$ cat config.mk
export PLATFORM = sky130hd
export DESIGN_NAME = mem_bus_arbiter_flat
export DESIGN_NICKNAME = d
export VERILOG_FILES = /design/src/rtl/mem_bus_arbiter_pkg.sv /design/src/rtl/mem_bus_arbiter_if.sv /design/src/rtl/mem_bus_arbiter_bus_wait_timer.sv /design/src/rtl/mem_bus_arbiter.sv /design/src/flat_wrapper.sv
export SDC_FILE = /design/constraint.sdc
export NUM_CORES = 1
export LEC_CHECK = 0
export CAP_MARGIN = 20
export CORE_AREA = 2 2 122 124
export DETAILED_ROUTE_END_ITERATION = 16
export DIE_AREA = 0 0 124 126
export GPL_TIMING_DRIVEN = 0
export PLACE_DENSITY = 0.79
export SLEW_MARGIN = 15
export SYNTH_ARGS = -nofsm -noshare
export SYNTH_HDL_FRONTEND = slang
export SYNTH_SLANG_ARGS = --single-unit
$ cat constraint.sdc
create_clock -name clk -period 1.9 [get_ports clk]
set_input_delay 0.285 -clock clk [delete_from_list [all_inputs] [get_ports clk]]
set_output_delay 0.285 -clock clk [all_outputs]
set_load 0.05 [all_outputs]
$ cat src/rtl/mem_bus_arbiter_pkg.sv
// Shared types for the IF/MEM memory-port arbiter: FSM encodings, stall levels, owner codes.
package mem_bus_arbiter_pkg;

   typedef enum logic [2:0] {
      ST_IDLE     = 3'd0,
      ST_BUSY_IF  = 3'd1,
      ST_BUSY_MEM = 3'd2,
      ST_DRAIN    = 3'd3,
      ST_RESP     = 3'd4
   } arb_state_t;

   typedef enum logic {
      OWN_IF  = 1'b0,
      OWN_MEM = 1'b1
   } owner_t;

   localparam logic STOP    = 1'b1;
   localparam logic NO_STOP = 1'b0;

   function automatic int unsigned cnt_width(input int unsigned limit);
      return $clog2(limit + 1);
   endfunction

endpackage

$ cat src/rtl/mem_bus_arbiter_if.sv
// External memory bus: registered request/payload out, single-cycle ack with read data back.
interface mem_bus_arbiter_if #(
   parameter int AW = 32,
   parameter int DW = 32
);
   logic            req;
   logic            we;
   logic [DW/8-1:0] sel;
   logic [AW-1:0]   addr;
   logic [DW-1:0]   wdata;
   logic [DW-1:0]   rdata;
   logic            ack;

   modport master (output req, we, sel, addr, wdata, input rdata, ack);
   modport slave  (input req, we, sel, addr, wdata, output rdata, ack);
endinterface

$ cat src/rtl/mem_bus_arbiter_bus_wait_timer.sv
// Counts bus wait cycles; expired is asserted combinationally on the cycle whose
// increment would bring the count to TIMEOUT, so the owner can abort on that edge.
module bus_wait_timer
   import mem_bus_arbiter_pkg::*;
#(
   parameter int unsigned TIMEOUT = 255
) (
   input  logic clk,
   input  logic rst,
   input  logic clear,
   input  logic enable,
   output logic expired
);
   localparam int unsigned CW = cnt_width(TIMEOUT);

   logic [CW-1:0] wait_cnt;

   always_ff @(posedge clk) begin
      if (!rst) begin
         wait_cnt <= '0;
      end else if (clear) begin
         wait_cnt <= '0;
      end else if (enable && (wait_cnt != CW'(TIMEOUT))) begin
         wait_cnt <= wait_cnt + 1'b1;
      end
   end

   assign expired = enable && (wait_cnt == CW'(TIMEOUT - 1));

endmodule

$ cat src/rtl/mem_bus_arbiter.sv
// Arbitrates the single memory port between IF and MEM (MEM wins); grant->done is 2 cycles minimum.
// Requesters stall until their done pulse; a bus that never acks is aborted after TIMEOUT cycles.
module mem_bus_arbiter
   import mem_bus_arbiter_pkg::*;
#(
   parameter int          AW      = 32,
   parameter int          DW      = 32,
   parameter int unsigned TIMEOUT = 255
) (
   input  logic              clk,
   input  logic              rst,
   input  logic              flush,
   input  logic              if_req,
   input  logic [AW-1:0]     if_addr,
   output logic [DW-1:0]     if_rdata,
   output logic              if_done,
   input  logic              mem_req,
   input  logic              mem_we,
   input  logic [DW/8-1:0]   mem_sel,
   input  logic [AW-1:0]     mem_addr,
   input  logic [DW-1:0]     mem_wdata,
   output logic [DW-1:0]     mem_rdata,
   output logic              mem_done,
   output logic              stallreq_from_if,
   output logic              stallreq_from_mem,
   mem_bus_arbiter_if.master bus,
   output logic              bus_err
);
   arb_state_t state, state_nxt;
   owner_t     resp_own;
   logic       ack, expired, timer_clr, timer_en;
   logic       grant_mem, grant_if, resp_go, time_out;

   assign ack       = bus.ack & bus.req;
   assign timer_clr = (state == ST_IDLE) && (mem_req || (if_req && !flush));
   assign timer_en  = ((state == ST_BUSY_IF) || (state == ST_BUSY_MEM) || (state == ST_DRAIN)) && !ack;

   bus_wait_timer #(.TIMEOUT(TIMEOUT)) u_timer (
      .clk     (clk),
      .rst     (rst),
      .clear   (timer_clr),
      .enable  (timer_en),
      .expired (expired)
   );

   always_comb begin
      state_nxt = state;
      grant_mem = 1'b0;
      grant_if  = 1'b0;
      resp_go   = 1'b0;
      resp_own  = OWN_IF;
      time_out  = 1'b0;
      unique case (state)
         ST_IDLE: begin
            if (mem_req) begin
               grant_mem = 1'b1;
               state_nxt = ST_BUSY_MEM;
            end else if (if_req && !flush) begin
               grant_if  = 1'b1;
               state_nxt = ST_BUSY_IF;
            end
         end
         ST_BUSY_MEM: begin
            resp_own = OWN_MEM;
            if (ack || expired) begin
               resp_go   = 1'b1;
               time_out  = !ack;
               state_nxt = ST_RESP;
            end
         end
         ST_BUSY_IF: begin
            // A flushed fetch never reports done, even if its data arrives that same cycle.
            if (ack || expired) begin
               time_out  = !ack;
               resp_go   = !flush;
               state_nxt = flush ? ST_IDLE : ST_RESP;
            end else if (flush) begin
               state_nxt = ST_DRAIN;
            end
         end
         ST_DRAIN: begin
            if (ack || expired) begin
               time_out  = !ack;
               state_nxt = ST_IDLE;
            end
         end
         ST_RESP:  state_nxt = ST_IDLE;
         default:  state_nxt = ST_IDLE;
      endcase
   end

   always_ff @(posedge clk) begin
      if (!rst) begin
         state     <= ST_IDLE;
         bus.req   <= 1'b0;
         bus.we    <= 1'b0;
         bus.sel   <= '0;
         bus.addr  <= '0;
         bus.wdata <= '0;
         if_rdata  <= '0;
         mem_rdata <= '0;
         if_done   <= 1'b0;
         mem_done  <= 1'b0;
         bus_err   <= 1'b0;
      end else begin
         state    <= state_nxt;
         if_done  <= resp_go && (resp_own == OWN_IF);
         mem_done <= resp_go && (resp_own == OWN_MEM);
         if (grant_mem) begin
            bus.req   <= 1'b1;
            bus.we    <= mem_we;
            bus.sel   <= mem_sel;
            bus.addr  <= mem_addr;
            bus.wdata <= mem_wdata;
         end else if (grant_if) begin
            bus.req   <= 1'b1;
            bus.we    <= 1'b0;
            bus.sel   <= '1;
            bus.addr  <= if_addr;
            bus.wdata <= '0;
         end else if (ack || time_out) begin
            bus.req <= 1'b0;
         end
         if (time_out) begin
            bus_err <= 1'b1;
         end
         if (resp_go && (resp_own == OWN_IF)) begin
            if_rdata <= time_out ? '0 : bus.rdata;
         end
         if (resp_go && (resp_own == OWN_MEM)) begin
            mem_rdata <= time_out ? '0 : bus.rdata;
         end
      end
   end

   assign stallreq_from_if  = (if_req && !if_done && !flush) ? STOP : NO_STOP;
   assign stallreq_from_mem = (mem_req && !mem_done) ? STOP : NO_STOP;

endmodule
$ cat src/flat_wrapper.sv
// flat-port wrapper written by rule: the top's interface ports become plain ports
module mem_bus_arbiter_flat import mem_bus_arbiter_pkg::*;
#(
   parameter int          AW      = 32,
   parameter int          DW      = 32,
   parameter int unsigned TIMEOUT = 255
)
  (clk, rst, flush, if_req, if_addr, if_rdata, if_done, mem_req, mem_we, mem_sel, mem_addr, mem_wdata, mem_rdata, mem_done, stallreq_from_if, stallreq_from_mem, bus_err, bus_req, bus_we, bus_sel, bus_addr, bus_wdata, bus_rdata, bus_ack);
  mem_bus_arbiter_if #(.AW(AW), .DW(DW)) bus_i ();
  input  logic clk;
  input  logic rst;
  input  logic flush;
  input  logic if_req;
  input  logic [AW-1:0] if_addr;
  output logic [DW-1:0] if_rdata;
  output logic if_done;
  input  logic mem_req;
  input  logic mem_we;
  input  logic [DW/8-1:0] mem_sel;
  input  logic [AW-1:0] mem_addr;
  input  logic [DW-1:0] mem_wdata;
  output logic [DW-1:0] mem_rdata;
  output logic mem_done;
  output logic stallreq_from_if;
  output logic stallreq_from_mem;
  output logic bus_err;
  output wire logic [$bits(bus_i.req)-1:0] bus_req;
  output wire logic [$bits(bus_i.we)-1:0] bus_we;
  output wire logic [$bits(bus_i.sel)-1:0] bus_sel;
  output wire logic [$bits(bus_i.addr)-1:0] bus_addr;
  output wire logic [$bits(bus_i.wdata)-1:0] bus_wdata;
  input wire logic [$bits(bus_i.rdata)-1:0] bus_rdata;
  input wire logic [$bits(bus_i.ack)-1:0] bus_ack;
  assign bus_req = bus_i.req;
  assign bus_we = bus_i.we;
  assign bus_sel = bus_i.sel;
  assign bus_addr = bus_i.addr;
  assign bus_wdata = bus_i.wdata;
  assign bus_i.rdata = bus_rdata;
  assign bus_i.ack = bus_ack;
  mem_bus_arbiter #(.AW(AW), .DW(DW), .TIMEOUT(TIMEOUT)) u_core (.clk(clk), .rst(rst), .flush(flush), .if_req(if_req), .if_addr(if_addr), .if_rdata(if_rdata), .if_done(if_done), .mem_req(mem_req), .mem_we(mem_we), .mem_sel(mem_sel), .mem_addr(mem_addr), .mem_wdata(mem_wdata), .mem_rdata(mem_rdata), .mem_done(mem_done), .stallreq_from_if(stallreq_from_if), .stallreq_from_mem(stallreq_from_mem), .bus(bus_i), .bus_err(bus_err));
endmodule
# After elaboration in Yosys (flattened, before gate mapping)
# Cells that the tools add are included.
[totals]
word_cells = 83
reg_bits = 148
input_bits = 139
[classes]
eq_ne = 9
addsub = 1
reduce_logical = 25
mux = 33
n_bitwise = 3
[ops]
columns = ["op", "n"]
rows = [
  ["$mux 32", 5],
  ["$mux 3", 7],
  ["$mux 1", 17],
  ["$pmux 3 s4", 1],
  ["$logic_and 1x1->1", 10],
  ["$add 8x1->8 const B", 1],
  ["$eq 8x8->1 const B", 1],
  ["$mux 4", 2],
  ["$ne 8x8->1 const B", 1],
  ["$eq 3x2->1 const B", 2],
  ["$ne 3x3->1 const B", 2],
  ["$logic_or 1x1->1", 5],
  ["$logic_not 1->1", 4],
  ["$ne 2x2->1 const B", 2],
  ["$reduce_and 4->1", 1],
  ["$eq 3x1->1 const B", 1],
  ["$logic_not 3->1", 1],
  ["$reduce_bool 3->1", 1],
  ["$reduce_or 3->1", 1],
  ["$not 1->1", 2],
  ["$pmux 1 s2", 1],
  ["$reduce_bool 2->1", 1],
  ["$reduce_or 2->1", 1],
  ["$and 1x1->1", 1],
]

# Logic depth before layout (Yosys ltp)
# Gate-level depths: netlist of the first run.
[logic_depth]
depth_word = 12
mapped_depth = 8
ltp_nobuf = 6

# Cells and area by module
# A second synthesis of the first run with hierarchy kept.
[unflattened]
cells_unflattened = 549
hier_area_um2 = 5402.7
[modules_own_cells]
columns = ["module", "area_each_um2", "cells_per_inst", "n_inst"]
rows = [
  ["mem_bus_arbiter", 4931.0, 499, 1],
  ["bus_wait_timer", 471.7, 50, 1],
]

# Worst setup path after synthesis of the first run
# OpenSTA, ideal clock, no wires.
[synth_timing]
path_type = "reg-to-reg"
startpoint = "reg u_core.bus.req"
endpoint = "reg u_core.mem_rdata[22]"
arrival_ns = 1.480
stages_incl_launch_ff = 6
path_slack_ns = 0.348
required_time_ns = 1.828
synth_period_minus_slack_ns = 1.552
path_cell_list = "dfxtp_1 a21oi_2 a41oi_4 buf_6 nand2_1 mux2i_1"
[synth_between]
elab_chain_len = 8
word_cells_on_any_way = 12
classes_between = "mux (6); bitwise (1); reduce/logical (5)"
[synth_rtl]
columns = ["element", "line", "text"]
rows = [
  ["start, declared", "mem_bus_arbiter_if.sv:14", "modport master (output req, we, sel, addr, wdata, input rdata, ack);"],
  ["start signal, assigned", "mem_bus_arbiter.sv:95", "bus.req <= 1'b0;"],
  ["start signal, assigned", "mem_bus_arbiter.sv:110", "bus.req <= 1'b1;"],
  ["start signal, assigned", "mem_bus_arbiter.sv:116", "bus.req <= 1'b1;"],
  ["$and 1x1->1 *", "mem_bus_arbiter.sv:34", "assign ack = bus.ack & bus.req;"],
  ["$logic_not 1->1", "n/a", ""],
  ["$logic_and 1x1->1", "mem_bus_arbiter.sv:36", "assign timer_en = ((state == ST_BUSY_IF) || (state == ST_BUSY_MEM) || (state == ST_DRAIN)) && !ack;"],
  ["$logic_and 1x1->1", "mem_bus_arbiter_bus_wait_timer.sv:28", "assign expired = enable && (wait_cnt == CW'(TIMEOUT - 1));"],
  ["$logic_or 1x1->1", "mem_bus_arbiter.sv:65, mem_bus_arbiter.sv:73, mem_bus_arbiter.sv:82", ""],
  ["$mux 1 (on tied branches)", "mem_bus_arbiter.sv:73, mem_bus_arbiter.sv:65, mem_bus_arbiter.sv:82", ""],
  ["$pmux 1 s2 / $mux 1 (equally long branches)", "n/a", ""],
  ["$logic_and 1x1->1 / $mux 32 (equally long branches)", "mem_bus_arbiter.sv:130, mem_bus_arbiter.sv:131", ""],
  ["end signal, assigned", "mem_bus_arbiter.sv:131", "mem_rdata <= time_out ? '0 : bus.rdata;"],
  ["end, declared", "mem_bus_arbiter.sv:22", "output logic [DW-1:0] mem_rdata,"],
]
# Mark *: on every way between the ends. The rest lies on a longest branch, timed or not.
# A chain may end at the register's enable or synchronous reset.

# Final worst setup path of the first run
[layout_timing]
startpoint = "reg u_core.mem_rdata[24]"
endpoint = "out mem_rdata[24]"
[layout_rtl]
columns = ["element", "line", "text"]
rows = [
  ["end, declared", "flat_wrapper.sv:22", "output logic [DW-1:0] mem_rdata;"],
]
# No word-level cell between the ends.

==> results of run 1 <==
per-stage QoR:
step,power (uW),setup WS [ns]
final,9700,0.0258
after global routing,10100,-0.00648
after CTS,9790,0.000541
after detailed placement,6380,-0.414
after global placement,6350,-0.398
after floorplan,5300,0.348
timing repair:
item | 4_1_cts | 5_1_grt
resized for setup | 13 | 78
setup endpoints to repair | 9 | 75
hold endpoints to repair | 0 | 0
setup buffers | 0 | 0
metal layers:
layer	up-vias	wire (um)	global-route usage, %
met1	2526	7480	26.5
met5	-	0	0
met4	0	431	9.39
li1	2692	-	-
met2	190	8920	38.8
met3	33	1300	8.56
layout make-up:
| cell class | count | area, sq um | share of cell area (%) |
|---|---|---|---|
| timing repair buffer | 277 | 2940 | 30.9 |
| clock inverter | 14 | 165 | 1.74 |
| tap | 184 | 230 | 2.42 |
| clock buffer | 18 | 439 | 4.62 |
| antenna | 1 | 2.50 | 0.0263 |
| multi-input combinational | 406 | 2470 | 26.0 |
| buffer | 45 | 274 | 2.88 |
| inverter | 4 | 15.0 | 0.158 |
| sequential | 148 | 2960 | 31.2 |
cells in the mapped netlist, types with 5 or more instances:
cell / count
nor2_1: 15
o21ai_0: 37
mux2i_1: 66
a22o_1: 33
nand2_1: 168
buf_2: 19
dfxtp_1: 148
clkbuf_1: 15
a31oi_1: 32
buf_6: 6
nand3_1: 5
power by group through the flow:
stage          combinational [uW]  sequential [uW]  clock (uW)
2_1_floorplan                 796             4510           0
3_3_place_gp                 2760             3600           0
3_5_place_dp                 2760             3610           0
4_1_cts                      2760             3550        3470
5_1_grt                      2910             3580        3640
6_report                     2740             3550        3420
logic make-up after synthesis:
group / count (synthesis) / synth area share (%)
and+or+nand+nor: 212 / 15.7
DFF: 148 / 51.8
AOI/OAI and AO/OA: 123 / 15.1
muxes: 66 / 11.5
buffers and inverters: 49 / 5.01
xor gates and xnor gates: 3 / 0.459
adders and majority gates: 2 / 0.437
flip-flops by register name, summed over array words and instances (netlist names):
signal and cells:
u_core.mem_done 1, u_core.bus.sel 4, u_core.if_done 1, u_core.bus.we 1
u_core.bus.wdata 32, u_core.state 3, u_core.bus.addr 32, u_core.if_rdata 32
u_core.u_timer.wait_cnt 8, u_core.bus_err 1, u_core.mem_rdata 32, u_core.bus.req 1
path summary, 6_finish.rpt:
path	slack, ns	to	cells after the start	from
setup / recovery	0.03	mem_rdata[24]	1	u_core.mem_rdata[24]
hold / removal	0.42	u_core.bus.addr[22]	3	if_addr[22]
setup reg to reg	0.13	u_core.if_rdata[30]	7	u_core.u_timer.wait_cnt[0]
hold reg to reg	0.46	u_core.mem_rdata[14]	2	u_core.mem_rdata[14]
==> flow_summary.json, run 1 <==
{
  "clockBufferDepth": 2,
  "clkTransAtPathRegs_ns": 0.07,
  "drtIter0Drc": 146,
  "synth_area_leaders": "dfxtp_1, mux2i_1, nand2_1, a22o_1, a31oi_1",
  "synth-seq-area-share_pct": 51.8,
  "cts_tree": "yes",
  "layout_commonest_cell": "clkdlybuf4s50_1",
  "cp_data_arrival_time_ns": 1.59,
  "rows": 44,
  "routed-via-count": 5441,
  "synthFlopType": "dfxtp_1",
  "max_cap_violations": 0,
  "place_hpwl_um": 13300,
  "period_minus_slack_ns": 1.87,
  "io-pin-count": 278,
  "core_sq_um": 14300,
  "switching_power_uw": 3300,
  "dieArea_sq_um": 15600,
  "numCtsBuffers": 17,
  "dp_cells": 1064,
  "tightest_slew_ns": 0.663,
  "fp.dieH_um": 126,
  "intPower_uw": 6400,
  "ys_warn_count": 0,
  "max_slew_margin_pct": 55.3,
  "cts-root-buf": "clkbuf_16",
  "final_net_count": 1040,
  "area_delta_synth_final_pct": 66.0,
  "synth_seq_cells": 148,
  "netlist_area_sq_um": 5720,
  "hold_viol_final": 0,
  "synth_edf_count": 0,
  "crit_type": "reg2out",
  "worst_path_max_delay_cell": "clkdlybuf4s50_1",
  "slowest_delay_ns": 0.82,
  "start_util_pct": 40.0,
  "clk_latency_ns": 0.42,
  "drive_gt1_share_pct": 8.55,
  "crit_path_max_fanout": 2,
  "power_density_nw_per_um2": 1020,
  "fin_crit_sh_pct": 98.6,
  "required_ns": 1.62,
  "antenna_found_initial": 1,
  "synth_top_area_share_pct": 51.8,
  "drt_pre_antenna_iters": 4,
  "path_buf_inv": 1,
  "clkPwrFrac_pct": 35.2,
  "remaining_drc_errors": 0,
  "cellLeakagePower_uw": 0.00522,
  "utilization_pct": 66.4,
  "end_kind": "primary output",
  "grt_pass1_wl_um": 28000,
  "gp_congestion": 0.900,
  "synthCells": 603,
  "fmax_mhz": 534,
  "viasPerCell": 4.96,
  "setup_violations": 0,
  "fill_cells": 1156,
  "synthArstFlopShare_pct": 0,
  "slew_viol_final": 0,
  "ir_drop_v": 0.000665,
  "worstPathCellList": "clkdlybuf4s50_1",
  "drt-wirelength-per-cell_um": 16.5,
  "synth_top_area_cell": "dfxtp_1",
  "hold_class": "in2reg",
  "ys_types": 44,
  "cts.sinks": 148,
  "swShare_pct": 34.0,
  "power_frac_comb_pct": 28.2,
  "setup_tns_ns": 0,
  "cts_hold_buf": 0,
  "cp_top_family": "buffers and inverters",
  "finClkSkew_ns": 0.00884,
  "placed_cell_area_sq_um": 8730,
  "synth.avg_cell_area_sq_um": 9.49,
  "start_kind": "register",
  "hold_slack_ns": 0.424,
  "grt_pass1_vias": 5526,
  "syn_nets": 744,
  "die_w_um": 124,
  "gr-total-overflow": 0,
  "seq_power_share_pct": 36.5,
  "htree_levels": 4,
  "outcome": "complete, no violations",
  "finalWirelength_um": 18100,
  "finish.instance_area_sq_um": 9500,
  "final_cells": 1097,
  "ant_nets": 0,
  "port_buffers": 277,
  "final_cell_mix": "clkdlybuf4s50_1, nand2_1, dfxtp_1, dlymetal6s2s_1, mux2i_1",
  "grt_max_degree": 17,
  "grt_usage_pct": 23.2
}
Note: power is estimated with default switching activity, not from simulation.
==> run 2: changes to the inputs <==
--- a/config.mk
+++ b/config.mk
@@ -15,3 +15,4 @@
 export SYNTH_ARGS = -nofsm -noshare
 export SYNTH_HDL_FRONTEND = slang
 export SYNTH_SLANG_ARGS = --single-unit
+export TNS_END_PERCENT = 5
==> run 2 against run 1 <==
Net effect:
- first-iteration DRC count is 3.4% higher
- clock-buffer cell count stayed put
- non-clock buffer count stayed put
- clock skew is 0.00077 ns higher
- combinational power hardly changed
- sequential power hardly changed
- routed wire length is 0.10% lower
- largest cell class unchanged
- largest power group unchanged
==> flow_summary.json, run 2 (synthesized netlist as in run 1, its figures left out) <==
{
  "outcome": "complete, no violations",
  "fin_crit_sh_pct": 98.4,
  "report.power.total_uw": 9700,
  "fmax_mhz": 535,
  "routed-via-count": 5419,
  "slew_viol_final": 0,
  "port_buffers": 277,
  "cp_top_family": "buffers and inverters",
  "drt_pre_antenna_iters": 4,
  "setup_tns_ns": 0,
  "cts-root-buf": "clkbuf_16",
  "crit-reg2reg-launch": "u_core.u_timer.wait_cnt[0]",
  "dieArea_sq_um": 15600,
  "placed_cell_area_sq_um": 8730,
  "finClkSkew_ns": 0.00962,
  "grt_usage_pct": 23.2,
  "drive_gt1_share_pct": 8.44,
  "max_cap_violations": 0,
  "grt_max_degree": 17,
  "antenna_found_initial": 1,
  "utilization_pct": 66.4,
  "start_util_pct": 40.0,
  "postCtsSetupRepairBufs": 0,
  "area_delta_synth_final_pct": 66.0,
  "path_buf_inv": 1,
  "grt_pass1_wl_um": 28000,
  "period_minus_slack_ns": 1.87,
  "ant_nets": 0,
  "clockBufferDepth": 2,
  "max_slew_margin_pct": 54.2,
  "fp.dieH_um": 126,
  "ir_drop_v": 0.000664,
  "finalWirelength_um": 18100,
  "hold_class": "in2reg",
  "critPathCapture": "if_rdata[22]",
  "htree_levels": 4,
  "drt-wirelength-per-cell_um": 16.5,
  "cts_tree": "yes",
  "finish.instance_area_sq_um": 9500,
  "r2r_slack_ns": 0.13,
  "core_sq_um": 14300,
  "clkTransAtPathRegs_ns": 0.07,
  "required_ns": 1.62,
  "layout_commonest_cell": "clkdlybuf4s50_1",
  "end_kind": "primary output",
  "die_w_um": 124,
  "final_net_count": 1040,
  "power_density_nw_per_um2": 1020,
  "tightest_slew_ns": 0.680,
  "gp_congestion": 0.900,
  "crit_path_max_fanout": 2,
  "cellLeakagePower_uw": 0.00522,
  "timing.rr.end": "u_core.if_rdata[30]",
  "drtIter0Drc": 151,
  "remaining_drc_errors": 0,
  "place_hpwl_um": 13300,
  "cts.sinks": 148,
  "final_cell_mix": "clkdlybuf4s50_1, nand2_1, dfxtp_1, dlymetal6s2s_1, mux2i_1",
  "path_depth": 1,
  "grt_pass1_vias": 5526,
  "start_kind": "register",
  "rsz0062_at_grt": "true",
  "worst_path_max_delay_cell": "clkdlybuf4s50_1",
  "cp_data_arrival_time_ns": 1.58,
  "io-pin-count": 278,
  "numCtsBuffers": 17,
  "setup_violations": 0,
  "hold_viol_final": 0,
  "viasPerCell": 4.94,
  "crit_path_start": "u_core.if_rdata[22]",
  "crit_type": "reg2out",
  "slowest_delay_ns": 0.83,
  "cts_hold_buf": 0,
  "ff2ff_path_depth": 7,
  "worstPathCellList": "clkdlybuf4s50_1",
  "gr-total-overflow": 0,
  "rows": 44,
  "clk_latency_ns": 0.42
}
==> run 2: layout make-up <==
cell class	instances	area, sq um
diodes	1	2.50
flip-flops and latches	148	2960
plain buffers	45	273
clock buffers	18	439
multi-input cells	406	2470
well taps	184	230
inverters	4	15.0
clock inverters	14	165
repair buffers	277	2940
fillers	1157	4810
==> run 2: timing repair <==
item | CTS | global route
endpoints found under the hold margin | 0 | 0
pin swaps | 0 | 0
endpoints found under the setup margin | 9 | 75
resized for setup | 13 | 76
==> run 2: worst min path at each step <==
| stage | slack, ns | depth (start not counted) | start | end |
|---|---|---|---|---|
| 2_1_floorplan | 0.40 | 1 | mem_req | u_core.state[0] |
| 3_3_place_gp | 0.44 | 2 | u_core.mem_rdata[11] | u_core.mem_rdata[11] |
| 3_5_place_dp | 0.45 | 2 | u_core.if_rdata[7] | u_core.if_rdata[7] |
| 4_1_cts | 0.41 | 3 | if_addr[22] | u_core.bus.addr[22] |
| 5_1_grt | 0.42 | 3 | mem_addr[28] | u_core.bus.addr[28] |
| 6_report | 0.43 | 3 | if_addr[22] | u_core.bus.addr[22] |
==> run 2: power breakdown <==
| part | switching, uW | internal, uW | leakage (uW) | total (uW) |
|---|---|---|---|---|
| registers | 157 | 3390 | 0.00121 | 3540 |
| clock network | 1410 | 2010 | 0.000284 | 3410 |
| logic | 1730 | 1010 | 0.00373 | 2740 |
| total | 3290 | 6400 | 0.00522 | 9700 |
==> run 2: layer usage <==
layer  global-route usage (%)  up-vias  share of wire, %
met3                     8.56       34               6.9
li1                         -     2693                 -
met2                     38.8      176                49
met4                     9.39        0               2.4
met5                        0        -                 0
met1                     26.5     2516                42
==> run 2: per-stage QoR <==
| step | hold WS (ns) | setup WS [ns] | cells |
|---|---|---|---|
| after floorplan | 0.404 | 0.348 | 603 |
| after global placement | 0.444 | -0.398 | 1064 |
| after detailed placement | 0.452 | -0.414 | 1064 |
| after CTS | 0.414 | 0.000541 | 1096 |
| after global routing | 0.418 | -0.0202 | 1096 |
| final | 0.426 | 0.0312 | 1097 |
